[src/rtl/snes_rom_loader_pkg.sv]
// rtl/snes_rom_loader_pkg.sv - shared state, header layout and write-entry types for the ROM loader
package snes_rom_loader_pkg;

  typedef enum logic [2:0] {
    ST_IDLE,
    ST_HEADER,
    ST_DATA,
    ST_FLUSH,
    ST_DONE
  } state_e;

  localparam int unsigned HDR_LEN   = 64;
  localparam int unsigned HDR_MAP   = 'h15;
  localparam int unsigned HDR_TYPE  = 'h16;
  localparam int unsigned HDR_ROMSZ = 'h17;
  localparam int unsigned HDR_RAMSZ = 'h18;

  typedef struct packed {
    logic [21:0] addr;
    logic [15:0] data;
    logic [1:0]  ds;
  } wr_entry_t;

  // Smallest all-ones mask covering byte offsets 0..n-1; an empty ROM gives 0.
  function automatic logic [22:0] pow2_mask(input logic [23:0] n);
    logic [23:0] m;
    m = (n == 24'd0) ? 24'd0 : n - 24'd1;
    m = m | (m >> 1);
    m = m | (m >> 2);
    m = m | (m >> 4);
    m = m | (m >> 8);
    m = m | (m >> 16);
    return m[22:0] | {23{m[23]}};
  endfunction

endpackage

[src/rtl/snes_rom_loader_if.sv]
// rtl/snes_rom_loader_if.sv - SDRAM ROM write port between the loader and the SDRAM arbiter
interface snes_rom_loader_if;
  logic        mem_wr;
  logic [21:0] mem_waddr;
  logic [15:0] mem_din;
  logic [1:0]  mem_ds;
  logic        mem_ack;

  modport master (output mem_wr, mem_waddr, mem_din, mem_ds, input mem_ack);
  modport slave  (input mem_wr, mem_waddr, mem_din, mem_ds, output mem_ack);
endinterface

[src/rtl/snes_rom_loader_word_fifo.sv]
// rtl/snes_rom_loader_word_fifo.sv - first-word-fall-through buffer of pending SDRAM word writes
module loader_word_fifo
  import snes_rom_loader_pkg::*;
#(
  parameter int unsigned DEPTH = 4
) (
  input  logic      clk,
  input  logic      resetn,
  input  logic      clear_i,
  input  logic      push_i,
  input  wr_entry_t push_entry_i,
  input  logic      pop_i,
  output wr_entry_t head_o,
  output logic      empty_o,
  output logic      full_o,
  output logic      last_o
);

  localparam int unsigned AW = (DEPTH > 1) ? $clog2(DEPTH) : 1;
  localparam logic [AW-1:0] PTR_ONE  = AW'(1);
  localparam logic [AW:0]   CNT_ONE  = (AW + 1)'(1);
  localparam logic [AW:0]   CNT_FULL = (AW + 1)'(DEPTH);

  wr_entry_t     mem_q [DEPTH];
  logic [AW-1:0] wr_ptr_q;
  logic [AW-1:0] rd_ptr_q;
  logic [AW:0]   count_q;
  logic          pop_ok;
  logic          push_ok;

  assign empty_o = (count_q == '0);
  assign full_o  = (count_q == CNT_FULL);
  assign last_o  = (count_q == CNT_ONE);
  assign pop_ok  = pop_i && !empty_o;
  // A pop in the same cycle frees a slot, so a push while full is still taken.
  assign push_ok = push_i && (!full_o || pop_ok);
  // Masked head keeps the bus at zero whenever nothing is requested.
  assign head_o  = empty_o ? '0 : mem_q[rd_ptr_q];

  always_ff @(posedge clk) begin
    if (!resetn || clear_i) begin
      wr_ptr_q <= '0;
      rd_ptr_q <= '0;
      count_q  <= '0;
    end else begin
      if (push_ok) wr_ptr_q <= wr_ptr_q + PTR_ONE;
      if (pop_ok)  rd_ptr_q <= rd_ptr_q + PTR_ONE;
      case ({push_ok, pop_ok})
        2'b10:   count_q <= count_q + CNT_ONE;
        2'b01:   count_q <= count_q - CNT_ONE;
        default: count_q <= count_q;
      endcase
    end
  end

  always_ff @(posedge clk) begin
    if (push_ok) mem_q[wr_ptr_q] <= push_entry_i;
  end

endmodule

[src/rtl/snes_rom_loader.sv]
// rtl/snes_rom_loader.sv - splits the iosys ROM byte stream into captured header bytes and SDRAM word writes
module snes_rom_loader
  import snes_rom_loader_pkg::*;
#(
  parameter int unsigned BASE_WADDR = 0,
  parameter int unsigned MAX_BYTES  = 8388608,
  parameter int unsigned FIFO_DEPTH = 4
) (
  input  logic                     clk,
  input  logic                     resetn,
  input  logic                     rom_loading_i,
  input  logic [7:0]               rom_do_i,
  input  logic                     rom_do_valid_i,
  snes_rom_loader_if.master        mem,
  output logic                     busy_o,
  output logic                     done_o,
  output logic [23:0]              rom_bytes_o,
  output logic [22:0]              rom_mask_o,
  output logic [7:0]               map_mode_o,
  output logic [7:0]               rom_type_o,
  output logic [7:0]               rom_size_o,
  output logic [7:0]               ram_size_o,
  output logic                     header_valid_o,
  output logic                     overflow_o
);

  state_e      state_q;
  logic        loading_q;
  logic [5:0]  hdr_cnt_q;
  logic [7:0]  low_q;
  logic        have_low_q;
  logic [21:0] word_idx_q;
  logic        push_q;
  wr_entry_t   push_entry_q;
  logic [23:0] rom_bytes_q;
  logic [22:0] rom_mask_q;
  logic [7:0]  map_mode_q;
  logic [7:0]  rom_type_q;
  logic [7:0]  rom_size_q;
  logic [7:0]  ram_size_q;
  logic        header_valid_q;
  logic        overflow_q;
  logic        done_q;

  logic        rise_d;
  logic        fall_d;
  logic        byte_ok_d;
  logic        accept_d;
  logic        drained_d;
  logic [21:0] next_addr_d;
  logic        fifo_clear;
  logic        fifo_empty;
  logic        fifo_full;
  logic        fifo_last;
  logic        fifo_pop;
  logic        fifo_drop;
  wr_entry_t   fifo_head;

  assign rise_d      = rom_loading_i && !loading_q;
  assign fall_d      = !rom_loading_i && loading_q;
  assign byte_ok_d   = ({8'd0, rom_bytes_q} < MAX_BYTES);
  assign accept_d    = rom_do_valid_i && byte_ok_d;
  assign next_addr_d = 22'(BASE_WADDR) + word_idx_q;
  assign fifo_clear  = (state_q == ST_IDLE) && rise_d;
  assign fifo_pop    = mem.mem_ack && !fifo_empty;
  assign fifo_drop   = push_q && fifo_full && !fifo_pop;
  // Drained already in the ack cycle of the last entry, so done trails that ack by one cycle.
  assign drained_d   = !push_q && (fifo_empty || (fifo_last && fifo_pop));

  loader_word_fifo #(
    .DEPTH(FIFO_DEPTH)
  ) u_fifo (
    .clk         (clk),
    .resetn      (resetn),
    .clear_i     (fifo_clear),
    .push_i      (push_q),
    .push_entry_i(push_entry_q),
    .pop_i       (mem.mem_ack),
    .head_o      (fifo_head),
    .empty_o     (fifo_empty),
    .full_o      (fifo_full),
    .last_o      (fifo_last)
  );

  always_ff @(posedge clk) begin
    if (!resetn) begin
      state_q        <= ST_IDLE;
      loading_q      <= 1'b0;
      hdr_cnt_q      <= '0;
      low_q          <= '0;
      have_low_q     <= 1'b0;
      word_idx_q     <= '0;
      push_q         <= 1'b0;
      push_entry_q   <= '0;
      rom_bytes_q    <= '0;
      rom_mask_q     <= '0;
      map_mode_q     <= '0;
      rom_type_q     <= '0;
      rom_size_q     <= '0;
      ram_size_q     <= '0;
      header_valid_q <= 1'b0;
      overflow_q     <= 1'b0;
      done_q         <= 1'b0;
    end else begin
      loading_q <= rom_loading_i;
      push_q    <= 1'b0;
      done_q    <= 1'b0;
      if (fifo_drop) overflow_q <= 1'b1;

      case (state_q)
        ST_IDLE: begin
          if (rise_d) begin
            state_q        <= ST_HEADER;
            hdr_cnt_q      <= '0;
            have_low_q     <= 1'b0;
            word_idx_q     <= '0;
            rom_bytes_q    <= '0;
            rom_mask_q     <= '0;
            map_mode_q     <= '0;
            rom_type_q     <= '0;
            rom_size_q     <= '0;
            ram_size_q     <= '0;
            header_valid_q <= 1'b0;
            overflow_q     <= 1'b0;
          end
        end
        ST_HEADER: begin
          if (rom_do_valid_i) begin
            hdr_cnt_q <= hdr_cnt_q + 6'd1;
            if (hdr_cnt_q == 6'(HDR_MAP))   map_mode_q <= rom_do_i;
            if (hdr_cnt_q == 6'(HDR_TYPE))  rom_type_q <= rom_do_i;
            if (hdr_cnt_q == 6'(HDR_ROMSZ)) rom_size_q <= rom_do_i;
            if (hdr_cnt_q == 6'(HDR_RAMSZ)) ram_size_q <= rom_do_i;
            if (hdr_cnt_q == 6'(HDR_LEN - 1)) begin
              header_valid_q <= 1'b1;
              state_q        <= ST_DATA;
            end
          end
          if (fall_d) state_q <= ST_FLUSH;
        end
        ST_DATA: begin
          if (rom_do_valid_i && !byte_ok_d) overflow_q <= 1'b1;
          if (accept_d) rom_bytes_q <= rom_bytes_q + 24'd1;
          if (accept_d && have_low_q) begin
            push_q       <= 1'b1;
            push_entry_q <= '{addr: next_addr_d, data: {rom_do_i, low_q}, ds: 2'b11};
            word_idx_q   <= word_idx_q + 22'd1;
            have_low_q   <= 1'b0;
          end else if (accept_d && fall_d) begin
            push_q       <= 1'b1;
            push_entry_q <= '{addr: next_addr_d, data: {8'h00, rom_do_i}, ds: 2'b01};
            word_idx_q   <= word_idx_q + 22'd1;
          end else if (accept_d) begin
            low_q      <= rom_do_i;
            have_low_q <= 1'b1;
          end else if (fall_d && have_low_q) begin
            push_q       <= 1'b1;
            push_entry_q <= '{addr: next_addr_d, data: {8'h00, low_q}, ds: 2'b01};
            word_idx_q   <= word_idx_q + 22'd1;
            have_low_q   <= 1'b0;
          end
          if (fall_d) state_q <= ST_FLUSH;
        end
        ST_FLUSH: begin
          if (drained_d) begin
            state_q    <= ST_DONE;
            done_q     <= 1'b1;
            rom_mask_q <= pow2_mask(rom_bytes_q);
          end
        end
        ST_DONE: state_q <= ST_IDLE;
        default: state_q <= ST_IDLE;
      endcase
    end
  end

  assign mem.mem_wr    = !fifo_empty;
  assign mem.mem_waddr = fifo_head.addr;
  assign mem.mem_din   = fifo_head.data;
  assign mem.mem_ds    = fifo_head.ds;

  assign busy_o         = (state_q != ST_IDLE) || !fifo_empty;
  assign done_o         = done_q;
  assign rom_bytes_o    = rom_bytes_q;
  assign rom_mask_o     = rom_mask_q;
  assign map_mode_o     = map_mode_q;
  assign rom_type_o     = rom_type_q;
  assign rom_size_o     = rom_size_q;
  assign ram_size_o     = ram_size_q;
  assign header_valid_o = header_valid_q;
  assign overflow_o     = overflow_q;

endmodule

[src/flat_wrapper.sv]
// flat-port wrapper written by rule: the top's interface ports become plain ports
module snes_rom_loader_flat import snes_rom_loader_pkg::*;
#(
  parameter int unsigned BASE_WADDR = 0,
  parameter int unsigned MAX_BYTES  = 8388608,
  parameter int unsigned FIFO_DEPTH = 4
)
  (clk, resetn, rom_loading_i, rom_do_i, rom_do_valid_i, busy_o, done_o, rom_bytes_o, rom_mask_o, map_mode_o, rom_type_o, rom_size_o, ram_size_o, header_valid_o, overflow_o, mem_mem_wr, mem_mem_waddr, mem_mem_din, mem_mem_ds, mem_mem_ack);
  snes_rom_loader_if mem_i ();
  input  logic clk;
  input  logic resetn;
  input  logic rom_loading_i;
  input  logic [7:0] rom_do_i;
  input  logic rom_do_valid_i;
  output logic busy_o;
  output logic done_o;
  output logic [23:0] rom_bytes_o;
  output logic [22:0] rom_mask_o;
  output logic [7:0] map_mode_o;
  output logic [7:0] rom_type_o;
  output logic [7:0] rom_size_o;
  output logic [7:0] ram_size_o;
  output logic header_valid_o;
  output logic overflow_o;
  output wire logic [$bits(mem_i.mem_wr)-1:0] mem_mem_wr;
  output wire logic [$bits(mem_i.mem_waddr)-1:0] mem_mem_waddr;
  output wire logic [$bits(mem_i.mem_din)-1:0] mem_mem_din;
  output wire logic [$bits(mem_i.mem_ds)-1:0] mem_mem_ds;
  input wire logic [$bits(mem_i.mem_ack)-1:0] mem_mem_ack;
  assign mem_mem_wr = mem_i.mem_wr;
  assign mem_mem_waddr = mem_i.mem_waddr;
  assign mem_mem_din = mem_i.mem_din;
  assign mem_mem_ds = mem_i.mem_ds;
  assign mem_i.mem_ack = mem_mem_ack;
  snes_rom_loader #(.BASE_WADDR(BASE_WADDR), .MAX_BYTES(MAX_BYTES), .FIFO_DEPTH(FIFO_DEPTH)) u_core (.clk(clk), .resetn(resetn), .rom_loading_i(rom_loading_i), .rom_do_i(rom_do_i), .rom_do_valid_i(rom_do_valid_i), .mem(mem_i), .busy_o(busy_o), .done_o(done_o), .rom_bytes_o(rom_bytes_o), .rom_mask_o(rom_mask_o), .map_mode_o(map_mode_o), .rom_type_o(rom_type_o), .rom_size_o(rom_size_o), .ram_size_o(ram_size_o), .header_valid_o(header_valid_o), .overflow_o(overflow_o));
endmodule
[config.mk]
export PLATFORM = sky130hd
export DESIGN_NAME = snes_rom_loader_flat
export DESIGN_NICKNAME = d
export VERILOG_FILES = /design/src/rtl/snes_rom_loader_pkg.sv /design/src/rtl/snes_rom_loader_if.sv /design/src/rtl/snes_rom_loader_word_fifo.sv /design/src/rtl/snes_rom_loader.sv /design/src/flat_wrapper.sv
export SDC_FILE = /design/constraint.sdc
export NUM_CORES = 1
export LEC_CHECK = 0
export BUFFER_PORTS_ARGS = -buffer_cell sky130_fd_sc_hd__buf_2
export CORE_MARGIN = 1.5
export CORE_UTILIZATION = 53
export CTS_CLUSTER_SIZE = 24
export DETAILED_ROUTE_END_ITERATION = 8
export GPL_TIMING_DRIVEN = 0
export PLACE_DENSITY = 0.82
export SYNTH_ARGS = -nofsm -noshare
export SYNTH_HDL_FRONTEND = slang
export SYNTH_SLANG_ARGS = --single-unit
[constraint.sdc]
create_clock -name clk -period 2.4 [get_ports clk]
set_input_delay 0.12 -clock clk [delete_from_list [all_inputs] [get_ports clk]]
set_output_delay 0.12 -clock clk [all_outputs]
set_load 0.03 [all_outputs]
==> impl_metrics.toml <==
[logic_synthesis]
netlist_instances = 1228
ys_ff_latch = 333
synth_top_area_cell = "edfxtp_1"
synth-edff-count = 160
synth_area_um2 = 14100
syn_nets = 1258
synth_area_leaders = "edfxtp_1, dfxtp_1, mux4_2"
synth_area_per_cell_um2 = 11.5
synth_commonest_cells = "dfxtp_1, nor2_1, edfxtp_1"
yosysMostFrequentCell = "dfxtp_1"
synth_top_area_frac = 0.340
synth_seq_area_share = 0.585
async_flop_share = 0
synth_cell_types = 79
ys.flop_type = "dfxtp_1"
ys_warn_count = 0

[timing]
relSlewSlack = 0.485
finalSetupViolations = 17
rsz0062_at_grt = "true"
fmax_ghz = 0.387
timing.final.hold_violations = 0
fin_crit_sh = 1.08
holdWs_ns = 0.460
skew_ns = 0.0225
tightest_slew_ns = 0.772
setup_tns_ns = -1.49
setup_ws_ns = -0.184
maxSlewViolCount = 0
period_needed_ns = 2.58

[setup_path]
endpoint_kind = "flip-flop"
timing.reg2reg.setup_slack_ns = -0.18
cp-start-kind = "flip-flop"
path_class = "reg -> reg"
cp_max_fo = 6
crit_arrival_ns = 2.96
critPathRequiredTime_ns = 2.77

[final_layout]
final_area_um2 = 17400
n_antenna_cell = 0
nets = 1480
area_growth_pct = 22.9
fin_util = 0.664
layout-drive-gt1-share = 0.274
fin_cells = 1811

[hold_path]
min_path_type = "reg -> reg"

[clocking]
cts_inserted_buffers = 34
cts_tree = "yes"
htreeDepth = 2
cts_sinks = 333
root_buffer = "clkbuf_16"
cts_buffer_depth = 3
clk_pin_slew_worst_paths_ns = 0.06
insertion_delay_ns = 0.53

[global_route]
grt_pass1_wl_um = 55200
grt_use_total = 0.252
antenna_found_initial = 0
grt_overflow = 0
grt_max_degree = 34
grt_pass1_vias = 10400

[floorplan]
rows = 59
core_um2 = 26100
die_h_um = 166
die_x_um = 166
start_util = 0.541
num_io_pins = 137
dieArea_um2 = 27700

[route]
route.vias.total = 10800
wl_per_cell_um = 19.9
drt_iter0_markers = 1302
drtPass1Iterations = 8
via_per_inst = 5.96
ant_nets = 0
drc_errors = 7
wl_um = 36000

[run_status]
violations = "DRC, setup timing"
outcome = "complete, but fails checks"

[placement]
dp_cells = 1703
io_buffer_count = 136
hpwl_um = 22900
place.gp.congestion = 0.925
placed_area_um2 = 15400

[power_and_ir_drop]
powerDensity_nw_per_um2 = 676
ir_worst_vdd_mv = 0.506
leakagePower_nw = 6.60

[job]
cap_violations = 0
cells in the final DEF, fill, tap and decap left out, types with 17 or more instances in the layout:
master	instances
buf_4	40
mux4_2	40
nor2_1	162
xor2_1	42
a31oi_1	34
nand3_1	43
mux2i_1	18
buf_2	144
nand2_1	108
a21oi_1	55
clkbuf_16	36
xnor2_1	17
dfxtp_1	165
clkbuf_2	18
edfxtp_1	160
clkbuf_1	33
and2_1	50
worst paths after layout:
check / start / to / depth (start not counted)
worst max-delay path: u_core.rom_bytes_o[0] / u_core.rom_mask_o[8] / 11
worst min-delay path: u_core.rom_mask_o[16] / u_core.rom_mask_o[16] / 2
worst max register to register: u_core.rom_bytes_o[0] / u_core.rom_mask_o[8] / 11
worst min register to register: u_core.rom_mask_o[16] / u_core.rom_mask_o[16] / 2
state kept, by name, summed over array words and instances (netlist names), 2 cells and up, named ones only:
signal	count
u_core.rom_type_o	8
u_core.rom_mask_o	23
u_core.u_fifo.rd_ptr_q	2
u_core.rom_bytes_o	24
u_core.u_fifo.mem_q	160
u_core.low_q	8
u_core.map_mode_o	8
u_core.word_idx_q	22
u_core.ram_size_o	8
u_core.state_q	3
u_core.hdr_cnt_q	6
u_core.u_fifo.count_q	3
u_core.u_fifo.wr_ptr_q	2
u_core.push_entry_q	40
u_core.rom_size_o	8
logic make-up after synthesis:
logic type,after synthesis,synth area share
AO/OA/AOI/OAI,173,0.0790
flip-flops,333,0.585
XOR/XNOR,60,0.0372
AND/OR/NAND/NOR,492,0.176
buffers and inverters,94,0.0300
adder cells (fa/ha/maj),18,0.0158
multiplexers,58,0.0765
metal layers:
| layer | global-route usage | wire, µm | up-vias |
|---|---|---|---|
| li1 | - | - | 4868 |
| met1 | 0.320 | 14000 | 5260 |
| met2 | 0.431 | 17800 | 573 |
| met3 | 0.0465 | 3040 | 100 |
| met4 | 0.0953 | 1100 | 0 |
| met5 | 0 | 0 | - |
critical path, cell delays in order, from the launching register on:
cell and delay (ns):
dfxtp_4 0.37, inv_4 0.07, ha_4 0.14, buf_8 0.09, nor3b_4 0.31, nand4_4 0.19, buf_12 0.18, nor4_4 0.17
xnor2_2 0.23, nand3_4 0.17, nor3_4 0.33, a311oi_1 0.15
power breakdown:
group	total, mW	switching (mW)	leakage [nW]	internal, mW
Clock	5.48	2.27	0.582	3.21
Combinational	0.342	0.244	3.08	0.0975
Sequential	5.92	0.0136	2.94	5.91
Total	11.7	2.53	6.60	9.22
stage by stage:
step                power (mW)  setup WS [ns]
floorplan                 6.22       -0.00174
global placement          6.33         -0.561
global route              12.0         -0.234
finish                    11.7         -0.184
detailed placement        6.33         -0.445
CTS                       11.8         -0.119
what timing repair did:
item | CTS | global route
endpoints found under the hold margin | 32 | 0
hold buffers | 12 | 0
setup endpoints to repair | 163 | 134
pin swaps | 21 | 12
buffers inserted | 18 | 20
resized for setup | 73 | 70
cell type report:
type	instances	area, µm²
inverter	13	53.8
clock buffer	42	963
buffer	77	425
tap	335	419
multi-input combinational	801	5830
fill	1813	8770
timing repair buffer	190	1190
clock inverter	20	204
sequential	333	8280
Note: power is estimated with default switching activity, not from simulation.
